[src/rtl/shiftreg_univ_if.sv]
// Bundle of the shift register's control, data and status signals.
//   master : drives mode/rot/din_fwd/din_bwd/pin, observes the outputs
//   slave  : the shift register itself
// Ports carried:
//   mode, rot, din_fwd, din_bwd, pin    (master -> slave)
//   pout, dout_fwd, dout_bwd, vld_fwd,
//   vld_bwd, fill, full                 (slave -> master)
interface shiftreg_univ_if #(
   parameter int WIDTH = 1,
   parameter int DEPTH = 4,
   parameter int FW    = $clog2(DEPTH + 1)
);
   logic [1:0]             mode;
   logic                   rot;
   logic [WIDTH-1:0]       din_fwd;
   logic [WIDTH-1:0]       din_bwd;
   logic [WIDTH*DEPTH-1:0] pin;
   logic [WIDTH*DEPTH-1:0] pout;
   logic [WIDTH-1:0]       dout_fwd;
   logic [WIDTH-1:0]       dout_bwd;
   logic                   vld_fwd;
   logic                   vld_bwd;
   logic [FW-1:0]          fill;
   logic                   full;

   modport master (
      output mode, rot, din_fwd, din_bwd, pin,
      input  pout, dout_fwd, dout_bwd, vld_fwd, vld_bwd, fill, full
   );

   modport slave (
      input  mode, rot, din_fwd, din_bwd, pin,
      output pout, dout_fwd, dout_bwd, vld_fwd, vld_bwd, fill, full
   );
endinterface

[src/rtl/shiftreg_univ.sv]
// Universal shift register: DEPTH stages of WIDTH bits, each with a valid bit.
// Modes: 00 hold, 01 forward shift (stage 0 -> DEPTH-1), 10 backward shift,
// 11 parallel load. rot turns a shift into a rotate.
// Ports:
//   clk  : rising-edge clock
//   rst  : synchronous active-high reset, priority over mode
//   bus  : shiftreg_univ_if.slave (mode, rot, din_fwd, din_bwd, pin in;
//          pout, dout_fwd, dout_bwd, vld_fwd, vld_bwd, fill, full out)
// Every output is a register or a slice of one; nothing on the input side
// reaches an output combinationally.
module shiftreg_univ #(
   parameter int WIDTH = 1,
   parameter int DEPTH = 4
) (
   input  logic           clk,
   input  logic           rst,
   shiftreg_univ_if.slave bus
);
   localparam int FW = $clog2(DEPTH + 1);

   logic [DEPTH-1:0][WIDTH-1:0] q, q_nxt;
   logic [DEPTH-1:0]            v, v_nxt;
   logic [FW-1:0]               fill_r, fill_nxt;
   logic                        full_r, full_nxt;

   always_comb begin
      q_nxt = q;
      v_nxt = v;
      case (bus.mode)
         2'b01: begin
            for (int i = 1; i < DEPTH; i++) begin
               q_nxt[i] = q[i-1];
               v_nxt[i] = v[i-1];
            end
            if (bus.rot) begin
               q_nxt[0] = q[DEPTH-1];
               v_nxt[0] = v[DEPTH-1];
            end else begin
               q_nxt[0] = bus.din_fwd;
               v_nxt[0] = 1'b1;
            end
         end
         2'b10: begin
            for (int i = 0; i < DEPTH-1; i++) begin
               q_nxt[i] = q[i+1];
               v_nxt[i] = v[i+1];
            end
            if (bus.rot) begin
               q_nxt[DEPTH-1] = q[0];
               v_nxt[DEPTH-1] = v[0];
            end else begin
               q_nxt[DEPTH-1] = bus.din_bwd;
               v_nxt[DEPTH-1] = 1'b1;
            end
         end
         2'b11: begin
            q_nxt = bus.pin;
            v_nxt = '1;
         end
         default: begin
         end
      endcase

      // fill/full are computed from the next valid vector so they are
      // registered alongside v and never lag it by a cycle.
      fill_nxt = '0;
      for (int i = 0; i < DEPTH; i++)
         fill_nxt = fill_nxt + FW'(v_nxt[i]);
      full_nxt = (fill_nxt == FW'(DEPTH));
   end

   always_ff @(posedge clk) begin
      if (rst) begin
         q      <= '0;
         v      <= '0;
         fill_r <= '0;
         full_r <= 1'b0;
      end else begin
         q      <= q_nxt;
         v      <= v_nxt;
         fill_r <= fill_nxt;
         full_r <= full_nxt;
      end
   end

   assign bus.pout     = q;
   assign bus.dout_fwd = q[DEPTH-1];
   assign bus.dout_bwd = q[0];
   assign bus.vld_fwd  = v[DEPTH-1];
   assign bus.vld_bwd  = v[0];
   assign bus.fill     = fill_r;
   assign bus.full     = full_r;
endmodule

[src/flat_wrapper.sv]
// flat-port wrapper written by rule: the top's interface ports become plain ports
module shiftreg_univ_flat 
#(
   parameter int WIDTH = 1,
   parameter int DEPTH = 4
)
  (clk, rst, bus_mode, bus_rot, bus_din_fwd, bus_din_bwd, bus_pin, bus_pout, bus_dout_fwd, bus_dout_bwd, bus_vld_fwd, bus_vld_bwd, bus_fill, bus_full);
  shiftreg_univ_if #(.WIDTH(WIDTH), .DEPTH(DEPTH)) bus_i ();
  input  logic clk;
  input  logic rst;
  input wire logic [$bits(bus_i.mode)-1:0] bus_mode;
  input wire logic [$bits(bus_i.rot)-1:0] bus_rot;
  input wire logic [$bits(bus_i.din_fwd)-1:0] bus_din_fwd;
  input wire logic [$bits(bus_i.din_bwd)-1:0] bus_din_bwd;
  input wire logic [$bits(bus_i.pin)-1:0] bus_pin;
  output wire logic [$bits(bus_i.pout)-1:0] bus_pout;
  output wire logic [$bits(bus_i.dout_fwd)-1:0] bus_dout_fwd;
  output wire logic [$bits(bus_i.dout_bwd)-1:0] bus_dout_bwd;
  output wire logic [$bits(bus_i.vld_fwd)-1:0] bus_vld_fwd;
  output wire logic [$bits(bus_i.vld_bwd)-1:0] bus_vld_bwd;
  output wire logic [$bits(bus_i.fill)-1:0] bus_fill;
  output wire logic [$bits(bus_i.full)-1:0] bus_full;
  assign bus_i.mode = bus_mode;
  assign bus_i.rot = bus_rot;
  assign bus_i.din_fwd = bus_din_fwd;
  assign bus_i.din_bwd = bus_din_bwd;
  assign bus_i.pin = bus_pin;
  assign bus_pout = bus_i.pout;
  assign bus_dout_fwd = bus_i.dout_fwd;
  assign bus_dout_bwd = bus_i.dout_bwd;
  assign bus_vld_fwd = bus_i.vld_fwd;
  assign bus_vld_bwd = bus_i.vld_bwd;
  assign bus_fill = bus_i.fill;
  assign bus_full = bus_i.full;
  shiftreg_univ #(.WIDTH(WIDTH), .DEPTH(DEPTH)) u_core (.clk(clk), .rst(rst), .bus(bus_i));
endmodule
[config.mk]
export PLATFORM = sky130hd
export DESIGN_NAME = shiftreg_univ_flat
export DESIGN_NICKNAME = d
export VERILOG_FILES = /design/src/rtl/shiftreg_univ_if.sv /design/src/rtl/shiftreg_univ.sv /design/src/flat_wrapper.sv
export SDC_FILE = /design/constraint.sdc
export NUM_CORES = 1
export LEC_CHECK = 0
export CELL_PAD_IN_SITES_DETAIL_PLACEMENT = 1
export CELL_PAD_IN_SITES_GLOBAL_PLACEMENT = 1
export CORE_MARGIN = 4
export CORE_UTILIZATION = 32
export DETAILED_ROUTE_END_ITERATION = 12
export PLACE_DENSITY = 0.73
export RECOVER_POWER = 100
export SLEW_MARGIN = 10
export SYNTH_ARGS = -nofsm -noshare
export SYNTH_HDL_FRONTEND = slang
export SYNTH_SLANG_ARGS = --single-unit
[constraint.sdc]
create_clock -name clk -period 2.85 [get_ports clk]
set_input_delay 0.285 -clock clk [delete_from_list [all_inputs] [get_ports clk]]
set_output_delay 0.285 -clock clk [all_outputs]
set_load 0.05 [all_outputs]
* Yosys cells after proc, flatten, opt, wreduce, memory -nomap -nowiden
Index checks and enable logic that the tools add are counted.
** Cells by class
- Reductions and logical operators :: 1
- Equality and inequality tests :: 4
- Mux-type cells :: 6
- Add/sub/neg operators :: 3
** Operator list (count)
- $pmux 4 s3 :: 2
- $add 3x1->3 :: 2
- $eq 2x2->1 const B :: 2
- $mux 1 :: 4
- $eq 3x3->1 const B :: 1
- $reduce_bool 3->1 :: 1
- $add 1x1->2 :: 1
- $eq 2x1->1 const B :: 1
** Storage, ports and cells
- Word-level logic and storage cells :: 21
- Output and inout bits :: 12
- Input port bits :: 11
- Register bits after elaboration :: 12

* Longest topological paths before layout
- Depth in word-level cells :: 6
- Gate-level depth with buffers :: 9
- Depth with buffers taken out :: 7

* Least setup slack after synthesis
Ideal clock, no wire load.
- Path type :: register to register
- Start point :: reg u_core.v[0]
- End point :: reg u_core.full_r (netlist: u_core.bus.full)
- Arrival time :: 2.105 ns
- Slack :: 0.629 ns
- Period minus slack after synthesis :: 2.221 ns
- Cell stages (with the launch flop) :: 8
- Buffers on the path :: 0
- Setup time :: 0.115 ns
- Required time :: 2.735 ns
- Path through :: dfxtp_1 > mux2_4 > o32a_1 > ha_1 > fa_1 > ha_1 > nor2b_1 > nor3b_1
** Between the ends
- Cells in the longest elaborated chain, start to end :: 5
- Elaborated cells between the ends (all ways) :: 6
- Those cells by class :: add/sub (3); eq/ne (1); mux (2)
** Ends and longest elaborated chain
- start: declaration :: RTL line shiftreg_univ.sv:22 : logic [DEPTH-1:0] v, v_nxt;
- start signal: assignment :: RTL line shiftreg_univ.sv:80 : v <= v_nxt;
- $pmux 4 s3 :: RTL line shiftreg_univ.sv:29 : case (bus.mode)
- via u_core.v_nxt[0] :: RTL line shiftreg_univ.sv:22
- $add 1x1->2 :: RTL line shiftreg_univ.sv:68 : fill_nxt = fill_nxt + FW'(v_nxt[i]);
- $add 3x1->3 (2 in a row) :: RTL line shiftreg_univ.sv:68
- via u_core.fill_nxt[2] :: RTL line shiftreg_univ.sv:23 : logic [FW-1:0] fill_r, fill_nxt;
- $eq 3x3->1 :: RTL line shiftreg_univ.sv:69 : full_nxt = (fill_nxt == FW'(DEPTH));
- end signal: assignment :: RTL line shiftreg_univ.sv:82 : full_r <= full_nxt;
- end: declaration :: RTL line shiftreg_univ.sv:24 : logic full_r, full_nxt;
The timed path passes the listed nets, and every way through them passes these cells.
A chain may end at the register's enable or synchronous reset.

* Worst setup path after layout
- Start point :: in bus_mode[1]
- End point :: reg u_core.full_r (netlist: u_core.bus.full)
** Between the ends
- Cells in the longest elaborated chain, start to end :: 6
- Elaborated cells between the ends (all ways) :: 8
- Those cells by class :: add/sub (3); eq/ne (4); mux (1)
** Ends and longest elaborated chain
- start: declaration :: RTL line flat_wrapper.sv:11 : input wire logic [$bits(bus_i.mode)-1:0] bus_mode;
- $eq 2x2->1 / $eq 2x1->1 (equally long branches) :: RTL line shiftreg_univ.sv:29
- $pmux 4 s3 (*) :: RTL line shiftreg_univ.sv:29
- via u_core.v_nxt[0] :: RTL line shiftreg_univ.sv:22
- $add 1x1->2 (*) :: RTL line shiftreg_univ.sv:68
- $add 3x1->3 (*) (2 in a row) :: RTL line shiftreg_univ.sv:68
- via u_core.fill_nxt[2] :: RTL line shiftreg_univ.sv:23
- $eq 3x3->1 (*) :: RTL line shiftreg_univ.sv:69
Mark *: on every way through the listed nets, which the timed path passes. The rest lies on a longest branch.

==> metrics.csv <==
stage,metric,value,unit
floorplan,Die Y,53.0,µm
timing,min cycle time layout,2.58,ns
synthesis,synthesis-stage register bit count,12,
floorplan,row cnt,16,
clocking,buffer count from post-CTS setup fixing,0,
clocking,# H-tree levels,1,
synthesis,post-synthesis sequential area ratio,37.1,%
clocking,clk root buf,clkbuf_4,
route,vias per cell,4.71,
timing,Final Hold Vio Count,0,
route,Vias,513,
hold_path,HP Class,flip-flop to flip-flop,
critical_path,FF-to-FF path depth,7,
floorplan,Die X,53.0,µm
layout,layout cells sized above 1,14.6,%
timing,Max Transition Viols Final,0,
timing,Fmax achieved,388,MHz
pwr,worst ir drop on vdd,0.000252,V
critical_path,crit start category,primary input,
synthesis,Yosys cell types,27,
clocking,CTS max path bufs,2,
layout,diodes inserted,0,
route,Post-Route WL,1590,µm
route,Detail Route Antenna Nets,0,
floorplan,Top Ports,23,
clocking,Skew-Pair Late Insertion Delay,0.28,ns
route,DR WL/cell,14.6,µm
clocking,PostCTS Resize Cnt,0,
status,status,"complete, no violations",
placement,hpwl dp,1230,µm
timing,Slew headroom,65.2,%
critical_path,crit path max fanout,8,
pwr,power per cell area,553,nW/µm²
grt,GRT overflow,0,
timing,setup TNS,0,ns
layout,Final Core Density,46.1,%
critical_path,FF-to-FF End,u_core.bus.full,
synthesis,syn nets,73,
grt,largest net degree at the start of global routing,14,
clocking,CTS tree,done,
placement,IO buf count,22,
synthesis,Mapped Avg Cell Area,11.0,µm²
timing,Clock Skew,0.0104,ns
critical_path,crit path from,bus_mode[1],
timing,RSZ-0062 raised after global routing,false,
floorplan,total die area,2800,µm²
grt,GRT Total Usage,12.8,%
route,DRT iter0 DRCs,6,
clocking,Post-CTS Hold Fix Bufs,0,
clocking,TritonCTS buffer count,3,
route,DRC,0,
critical_path,required time of the critical path,3.02,ns
grt,initial antenna violation count,0,
critical_path,CP arrival,2.74,ns
synthesis,yosys warns,0,
timing,period utilization,90.4,%
timing,Slew @ Worst Pin,0.521,ns
clocking,"Reg clk slew, reported paths",0.09,ns
clocking,clock sink count,12,
placement,GPL Wtd Cong,0.677,
synthesis,Syn Std Cell Area,647,µm²
critical_path,Worst Setup EP,u_core.bus.full,
route,DR pass1 iterations,3,
critical_path,worst r2r src,u_core.v[0],
run,max_cap viols,0,
floorplan,Placeable Area,1940,µm²
floorplan,Initial Util,33.3,%
grt,number of global-route vias before repair,542,
pwr,leakage power,0.377,nW
layout,Area Growth Syn to Fin,38.3,%
critical_path,Worst Setup End Kind,flip-flop,
layout,nets,97,
critical_path,Reg2Reg Setup Slack,0.69,ns
critical_path,Crit Path Category,primary input to flip-flop,
synthesis,Cells after Synth,59,
grt,first-pass GRT wire length,2490,µm
timing,final setup fails,0,
-- per-layer routing --
metal  up-vias  track usage (%)  wire, µm
met2        17             22.1       762
met5         -                0         0
met3         2             3.10        98
met4         0             7.66        18
met1       243             13.9       706
li1        251                -         -
-- Yosys cell counts --
library cell / n / area share [%]
fa_1: 1 / 3.1
mux4_2: 2 / 7.0
nand2b_1: 1 / 0.97
nand2_1: 1 / 0.58
a21oi_1: 2 / 1.5
nor3b_1: 1 / 1.2
nand3b_1: 2 / 2.3
mux2_2: 1 / 1.7
buf_6: 2 / 3.5
ha_1: 2 / 3.9
or2_1: 1 / 0.97
buf_4: 2 / 2.3
o22ai_1: 1 / 0.97
o21ai_0: 3 / 2.3
nor3_1: 2 / 1.5
dfxtp_1: 12 / 37
inv_1: 1 / 0.58
o311a_1: 1 / 1.5
mux2i_1: 4 / 6.2
nor2_1: 2 / 1.2
o21ai_1: 1 / 0.77
a211oi_1: 1 / 1.2
nor2b_4: 3 / 6.4
o32a_1: 1 / 1.5
mux2_4: 1 / 2.3
nor2b_1: 6 / 5.8
buf_2: 2 / 1.5
-- worst min path at each step --
stage                         from             endpoint  slack [ns]  cells after the start
3_3_place_gp           u_core.v[2]          u_core.v[3]        0.58                      2
6_report       u_core.bus.dout_fwd  u_core.bus.dout_fwd        0.61                      1
2_1_floorplan                  rst   u_core.bus.fill[2]        0.36                      1
3_5_place_dp   u_core.bus.dout_fwd  u_core.bus.dout_fwd        0.61                      1
4_1_cts                u_core.v[2]          u_core.v[3]        0.62                      2
5_1_grt        u_core.bus.dout_fwd  u_core.bus.dout_fwd        0.66                      1
-- layout by cell type (no fill, tap or decap), drive strengths merged, types with 4 or more instances in the layout --
| cell | count |
|---|---|
| clkbuf | 5 |
| clkdlybuf4s50 | 9 |
| dfxtp | 12 |
| dlygate4sd3 | 13 |
| mux2i | 4 |
| nor2b | 9 |
| o21ai | 4 |
-- power by group --
| group | switching [mW] | internal (mW) |
|---|---|---|
| Combinational | 0.0961 | 0.0671 |
| Clock | 0.0610 | 0.0776 |
| Sequential | 0.00981 | 0.183 |
| Total | 0.167 | 0.328 |
-- through the flow --
stage               setup slack, ns  hold WS [ns]  power [mW]  instance area (µm²)  cells
floorplan                     0.629         0.364       0.316                  647     59
global placement              0.134         0.584       0.371                  876    105
detailed placement           0.0770         0.609       0.373                  876    105
CTS                           0.377         0.624       0.514                  912    109
global route                  0.182         0.661       0.524                  895    109
finish                        0.275         0.608       0.495                  895    109
-- registers in the layout (all words and copies together), names as in the netlist --
| signal | count |
|---|---|
| u_core.v | 4 |
| u_core.bus.dout_bwd | 1 |
| u_core.bus.fill | 3 |
| u_core.bus.pout | 2 |
| u_core.bus.full | 1 |
| u_core.bus.dout_fwd | 1 |
-- worst max-delay path, cell delays in order --
cell	delay (ns)
dlygate4sd3_1	0.68
mux2_1	0.36
o32a_1	0.22
ha_1	0.31
fa_1	0.42
ha_1	0.18
nor2b_1	0.13
nor3b_1	0.16
-- cells by family (layout without fill, tap and decap cells) --
kind of cell / Yosys count / after routing / synth area share [%]
flip-flops: 12 / 12 / 37.1
buffers and inverters: 7 / 30 / 7.93
multiplexers: 8 / 8 / 17.2
AND/OR/NAND/NOR: 19 / 19 / 20.9
adder cells (fa/ha/maj): 3 / 3 / 6.96
AO/OA/AOI/OAI: 10 / 10 / 9.86
-- cell type report --
type | count | area, µm²
Fill cell | 236 | 1050
Multi-Input combinational cell | 40 | 342
Sequential cell | 12 | 240
Timing Repair Buffer | 25 | 239
Clock buffer | 4 | 36.3
Tap cell | 27 | 33.8
Inverter | 1 | 3.75
Note: power is estimated with default switching activity, not from simulation.
